`config.mk`:
```
export PLATFORM = sky130hd
export DESIGN_NAME = vga_frame_scanout
export DESIGN_NICKNAME = d
export VERILOG_FILES = /design/src/rtl/vga_frame_scanout.sv
export SDC_FILE = /design/constraint.sdc
export NUM_CORES = 1
export LEC_CHECK = 0
export CAP_MARGIN = 20
export CORE_UTILIZATION = 54
export DETAILED_ROUTE_END_ITERATION = 7
export GPL_ROUTABILITY_DRIVEN = 0
export HOLD_SLACK_MARGIN = 0.12
export PLACE_DENSITY = 0.81
export SYNTH_ARGS = -nofsm -noshare
export SYNTH_HDL_FRONTEND = slang
export SYNTH_SLANG_ARGS = --single-unit
```
`constraint.sdc`:
```
create_clock -name clk -period 4.2 [get_ports clk]
set_clock_uncertainty 0.2 [all_clocks]
set_input_delay 0.63 -clock clk [delete_from_list [all_inputs] [get_ports clk]]
set_output_delay 0.63 -clock clk [all_outputs]
set_load 0.02 [all_outputs]
```
`src/rtl/vga_frame_scanout.sv`:
```
// -----------------------------------------------------------------------------
// vga_frame_scanout
//   Display stage of the vector ASIP. Generates VGA timing (640x480@60 with the
//   default parameters) from the system clock and scans an 8-bit grayscale
//   image out of the shared frame memory. The image is shown only for frames
//   that start while the processor holds frame_ready high.
//
// Ports
//   clk          in   system clock (pixel clock is clk/2)
//   rst          in   asynchronous reset, active-low
//   frame_ready  in   level from processor: image in memory is complete
//   mem_data     in   grayscale pixel, valid one clk after mem_addr
//   mem_addr     out  frame-memory read address (v*IMG_W + h)
//   rgb          out  {R,G,B} pixel to the DAC, gray replicated on all three
//   h_sync       out  horizontal sync, active-low, aligned with rgb
//   v_sync       out  vertical sync, active-low, aligned with rgb
//   vga_clk      out  pixel clock, toggles on every clk edge
//   frame_done   out  one-clk pulse after the last visible pixel of a frame
// -----------------------------------------------------------------------------
module vga_frame_scanout #(
    parameter int H_ACTIVE = 640,
    parameter int H_FP     = 16,
    parameter int H_SYNC   = 96,
    parameter int H_BP     = 48,
    parameter int V_ACTIVE = 480,
    parameter int V_FP     = 10,
    parameter int V_SYNC   = 2,
    parameter int V_BP     = 33,
    parameter int IMG_W    = 256,
    parameter int IMG_H    = 256,
    parameter int ADDR_W   = 16
) (
    input  logic              clk,
    input  logic              rst,
    input  logic              frame_ready,
    input  logic [7:0]        mem_data,
    output logic [ADDR_W-1:0] mem_addr,
    output logic [23:0]       rgb,
    output logic              h_sync,
    output logic              v_sync,
    output logic              vga_clk,
    output logic              frame_done
);

    localparam int H_TOTAL     = H_ACTIVE + H_FP + H_SYNC + H_BP;
    localparam int V_TOTAL     = V_ACTIVE + V_FP + V_SYNC + V_BP;
    localparam int HCNT_W      = $clog2(H_TOTAL);
    localparam int VCNT_W      = $clog2(V_TOTAL);
    localparam int IMG_W_LOG   = $clog2(IMG_W);
    localparam int ADDR_FULL_W = VCNT_W + IMG_W_LOG;

    localparam logic [HCNT_W-1:0] H_ONE        = HCNT_W'(1);
    localparam logic [HCNT_W-1:0] H_LAST       = HCNT_W'(H_TOTAL - 1);
    localparam logic [HCNT_W-1:0] H_ACT        = HCNT_W'(H_ACTIVE);
    localparam logic [HCNT_W-1:0] H_IMG        = HCNT_W'(IMG_W);
    localparam logic [HCNT_W-1:0] H_SYNC_START = HCNT_W'(H_ACTIVE + H_FP);
    localparam logic [HCNT_W-1:0] H_SYNC_END   = HCNT_W'(H_ACTIVE + H_FP + H_SYNC);

    localparam logic [VCNT_W-1:0] V_ONE        = VCNT_W'(1);
    localparam logic [VCNT_W-1:0] V_LAST       = VCNT_W'(V_TOTAL - 1);
    localparam logic [VCNT_W-1:0] V_ACT        = VCNT_W'(V_ACTIVE);
    localparam logic [VCNT_W-1:0] V_ACT_LAST   = VCNT_W'(V_ACTIVE - 1);
    localparam logic [VCNT_W-1:0] V_IMG        = VCNT_W'(IMG_H);
    localparam logic [VCNT_W-1:0] V_SYNC_START = VCNT_W'(V_ACTIVE + V_FP);
    localparam logic [VCNT_W-1:0] V_SYNC_END   = VCNT_W'(V_ACTIVE + V_FP + V_SYNC);

    logic              vga_clk_q,    vga_clk_d;
    logic [HCNT_W-1:0] hcnt_q,       hcnt_d;
    logic [VCNT_W-1:0] vcnt_q,       vcnt_d;
    logic              show_img_q,   show_img_d;
    logic              in_img_q,     in_img_d;
    logic              hs_pipe_q,    hs_pipe_d;
    logic              vs_pipe_q,    vs_pipe_d;
    logic              h_sync_q,     h_sync_d;
    logic              v_sync_q,     v_sync_d;
    logic [23:0]       rgb_q,        rgb_d;
    logic [ADDR_W-1:0] mem_addr_q,   mem_addr_d;
    logic              frame_done_q, frame_done_d;

    logic                   pix_en_s;
    logic                   line_end_s;
    logic                   frame_start_s;
    logic                   in_win_s;
    logic [ADDR_FULL_W-1:0] addr_full_s;

    // Pixel-rate enable and position decodes for the current counter value.
    assign pix_en_s      = vga_clk_q;
    assign line_end_s    = (hcnt_q == H_LAST);
    assign frame_start_s = (hcnt_q == '0) && (vcnt_q == '0);
    assign in_win_s      = (hcnt_q < H_IMG) && (hcnt_q < H_ACT) &&
                           (vcnt_q < V_IMG) && (vcnt_q < V_ACT);
    // IMG_W is a power of two, so the linear address is a plain concatenation.
    assign addr_full_s   = {vcnt_q, hcnt_q[IMG_W_LOG-1:0]};

    // Next-state logic: everything except vga_clk advances once per pixel.
    always_comb begin
        vga_clk_d    = ~vga_clk_q;
        hcnt_d       = hcnt_q;
        vcnt_d       = vcnt_q;
        show_img_d   = show_img_q;
        in_img_d     = in_img_q;
        hs_pipe_d    = hs_pipe_q;
        vs_pipe_d    = vs_pipe_q;
        h_sync_d     = h_sync_q;
        v_sync_d     = v_sync_q;
        rgb_d        = rgb_q;
        mem_addr_d   = mem_addr_q;
        frame_done_d = 1'b0;
        if (pix_en_s) begin
            if (line_end_s) begin
                hcnt_d = '0;
                if (vcnt_q == V_LAST) begin
                    vcnt_d = '0;
                end else begin
                    vcnt_d = vcnt_q + V_ONE;
                end
            end else begin
                hcnt_d = hcnt_q + H_ONE;
                vcnt_d = vcnt_q;
            end
            // frame_ready is sampled once per frame; the new value already
            // governs pixel (0,0) so the whole frame sees one decision.
            if (frame_start_s) begin
                show_img_d = frame_ready;
            end else begin
                show_img_d = show_img_q;
            end
            // Outside the image window the address parks on its last value.
            if (in_win_s) begin
                mem_addr_d = ADDR_W'(addr_full_s);
            end else begin
                mem_addr_d = mem_addr_q;
            end
            in_img_d     = in_win_s && show_img_d;
            // Syncs go through two stages so they line up with rgb, which
            // waits one pixel for the memory read.
            hs_pipe_d    = !((hcnt_q >= H_SYNC_START) && (hcnt_q < H_SYNC_END));
            vs_pipe_d    = !((vcnt_q >= V_SYNC_START) && (vcnt_q < V_SYNC_END));
            h_sync_d     = hs_pipe_q;
            v_sync_d     = vs_pipe_q;
            rgb_d        = in_img_q ? {3{mem_data}} : 24'h00_0000;
            frame_done_d = line_end_s && (vcnt_q == V_ACT_LAST);
        end else begin
            frame_done_d = 1'b0;
        end
    end

    // State and output registers with asynchronous active-low reset.
    always_ff @(posedge clk or negedge rst) begin
        if (!rst) begin
            vga_clk_q    <= 1'b0;
            hcnt_q       <= '0;
            vcnt_q       <= '0;
            show_img_q   <= 1'b0;
            in_img_q     <= 1'b0;
            hs_pipe_q    <= 1'b1;
            vs_pipe_q    <= 1'b1;
            h_sync_q     <= 1'b1;
            v_sync_q     <= 1'b1;
            rgb_q        <= 24'h00_0000;
            mem_addr_q   <= '0;
            frame_done_q <= 1'b0;
        end else begin
            vga_clk_q    <= vga_clk_d;
            hcnt_q       <= hcnt_d;
            vcnt_q       <= vcnt_d;
            show_img_q   <= show_img_d;
            in_img_q     <= in_img_d;
            hs_pipe_q    <= hs_pipe_d;
            vs_pipe_q    <= vs_pipe_d;
            h_sync_q     <= h_sync_d;
            v_sync_q     <= v_sync_d;
            rgb_q        <= rgb_d;
            mem_addr_q   <= mem_addr_d;
            frame_done_q <= frame_done_d;
        end
    end

    assign vga_clk    = vga_clk_q;
    assign mem_addr   = mem_addr_q;
    assign rgb        = rgb_q;
    assign h_sync     = h_sync_q;
    assign v_sync     = v_sync_q;
    assign frame_done = frame_done_q;

endmodule
```
==> results.toml <==
[clock_network]
insertion_delay_ns = 0.30
clkSinkCount = 52
root_buffer = "clkbuf_8"
cts_buffer_depth = 2
cts_made_buffers = 5
clk_pin_slew_worst_paths_ns = 0.09
post_cts_buffers = 0
htreeDepth = 2
tritoncts = "yes"

[place]
io_buffers = 54
hpwl_mm = 3.24
post-place-ws_ns = 1.62

[flow_run]
cap_violations = 0

[worst_setup_path]
crit_type = "reg2out"
startpoint_type = "flop"
cp.buffers_inverters = 1
crit_arrival_ns = 2.03
cp.required_ns = 3.37
cp_cell_sequence = "clkdlybuf4s50_1"
worst_path_max_delay_cell = "dfrtp_1"
crit_path_end_kind = "output port"
critical_path.max_stage_delay_ns = 0.97
path_max_fanout = 33
path_delay_family = "flip-flops"

[route]
first_iter_violations = 121
first_pass_iters = 4
antenna_left = 0
detail_route.wl_per_cell_um = 14.7
wl_mm = 4.76
drc = 0
via_per_inst = 5.44
vias = 1763

[timing]
relSlewSlack = 0.374
finalCriticalPeriod_ns = 2.86
layout_setup_ws_ns = 1.34
timing.final.hold_violations = 0
setup_viol = 0
fin_setup_tns_ns = 0
max_freq_ghz = 0.350
slew_violations = 0
fin_crit_sh = 0.680
tightest_slew_ns = 0.939
rsz0062_at_grt = "false"

[synthesis]
async_reset_ff_frac = 1.00
syn_area_mm2 = 0.00251
synthCells = 235
synth_commonest_cells = "48 x dfrtp_1, 22 x o21ai_0, 18 x nand3_1, 17 x inv_1"
synth_most_common_cell = "dfrtp_1"
synth.top_cell.area_share = 0.479
synth_ff_type = "dfrtp_1"
synth_fp_nets = 250
synth_edf_count = 0
syn_avg_cell_area_um2 = 10.7
synth_cell_type_count = 43
post-synth-top-area-cell = "dfrtp_1"
synth_area_leaders = "dfrtp_1 48%, mux2_2 6.3%, buf_4 4.8%"
yosysWarningCount = 0
ys_seq_area_frac = 0.521
ys_ff_latch = 52

[grt]
grt_pass1_vias = 1704
antenna_found_initial = 0
use_met3 = 0.0606
grt_max_degree = 53
grt_pass1_wl_mm = 8.10
grtUsageMet2 = 0.326
use_met1 = 0.285
track_usage = 0.209
grt.busiest_layer = "met2"
grt-ovfl-total = 0

[floorplanning]
dieArea_mm2 = 0.00492
die_h_um = 70.2
die_w_um = 70.2
rows = 24
io_pins = 55
coreArea_mm2 = 0.00441
start_util = 0.568

[power_and_ir_drop]
power.density_mw_per_mm2 = 279
ir_worst_vdd_mv = 0.228
p_leak_nw = 1.32

[final_layout]
area_growth_pct = 21.2
fin_nets = 286
n_antenna_cell = 0
drive_gt1_frac = 0.121
fill_cells = 334

[worst_hold_path]
hp-class = "reg2reg"

[outcome]
status = "finished clean"
-- routing by layer --
| metal | routed length (µm) | share of wire |
|---|---|---|
| met1 | 2230 | 0.47 |
| met2 | 2190 | 0.46 |
| met3 | 273 | 0.057 |
| met4 | 65 | 0.014 |
| met5 | 0 | 0 |
-- what timing repair did --
item,in CTS,in global routing
hold buffers,0,1
gates resized for setup,0,0
setup endpoints to repair,0,0
endpoints found under the hold margin,0,10
-- report_power, final --
| part | switching (W) | internal, W |
|---|---|---|
| registers | 0.00000496 | 0.000505 |
| logic | 0.0000337 | 0.0000330 |
| clock network | 0.000155 | 0.000117 |
| total | 0.000194 | 0.000656 |
-- cell usage in the layout (no fill, tap or decap), drive strengths merged, types with 4 or more instances in the layout --
| master | count |
|---|---|
| nand3 | 18 |
| dfrtp | 48 |
| nand2 | 16 |
| inv | 17 |
| o21ai | 22 |
| clkdlybuf4s50 | 53 |
| clkbuf | 7 |
| ha | 4 |
| mux2 | 14 |
| xnor2 | 7 |
| and3 | 4 |
| nor3 | 4 |
| xor2 | 4 |
| nand4 | 6 |
| nor2 | 13 |
| dfstp | 4 |
-- metrics by stage --
| step | area (µm²) | total power [W] | util | hold WS [ns] | instances |
|---|---|---|---|---|---|
| 2_1_floorplan | 2510 | 0.000552 | - | 0.134 | 235 |
| 3_3_place_gp | 2930 | 0.000583 | 0.664 | 0.264 | 314 |
| 3_5_place_dp | 2930 | 0.000585 | 0.664 | 0.273 | 314 |
| 4_1_cts | 3010 | 0.000855 | 0.682 | 0.294 | 322 |
| 5_1_grt | 3040 | 0.000881 | 0.689 | 0.334 | 324 |
| 6_report | 3040 | 0.000849 | 0.689 | 0.292 | 324 |
-- cells by family after synthesis --
| group | share of synthesized area |
|---|---|
| AO/OA/AOI/OAI | 0.0773 |
| XOR/XNOR | 0.0384 |
| adder cells (fa/ha/maj) | 0.0200 |
| buffers and inverters | 0.0973 |
| flip-flops | 0.521 |
| multiplexers | 0.0628 |
| AND/OR/NAND/NOR | 0.184 |
-- state kept, by name, indices dropped and copies added (netlist names) --
| signal | flops |
|---|---|
| frame_done | 1 |
| h_sync | 1 |
| hcnt_q | 10 |
| hs_pipe_q | 1 |
| in_img_q | 1 |
| mem_addr | 16 |
| rgb | 8 |
| show_img_q | 1 |
| v_sync | 1 |
| vcnt_q | 10 |
| vga_clk | 1 |
| vs_pipe_q | 1 |
-- final timing paths --
check / slack [ns] / start / cells after the start / endpoint
min in group asynchronous: 0.52 / rst / 2 / mem_addr[5]$_DFFE_PN0P_
hold / removal: 0.29 / mem_addr[1]$_DFFE_PN0P_ / 2 / mem_addr[1]$_DFFE_PN0P_
max in group asynchronous: 2.71 / rst / 3 / v_sync$_DFFE_PN1P_
hold reg to reg: 0.29 / mem_addr[1]$_DFFE_PN0P_ / 2 / mem_addr[1]$_DFFE_PN0P_
setup reg to reg: 1.63 / vga_clk$_DFF_PN0_ / 4 / vcnt_q[8]$_DFFE_PN0P_
setup / recovery: 1.34 / vga_clk$_DFF_PN0_ / 1 / vga_clk
-- cell type report --
class                   instances  area (µm²)  area share
clock inverters                 1        5.00     0.00165
well taps                      52        65.1      0.0214
inverters                      17        63.8      0.0210
clock buffers                   7        76.3      0.0251
multi-input cells             139         958       0.315
flip-flops and latches         52        1310       0.430
repair buffers                 56         566       0.186
No activity file was read; power rests on OpenSTA's default activity.
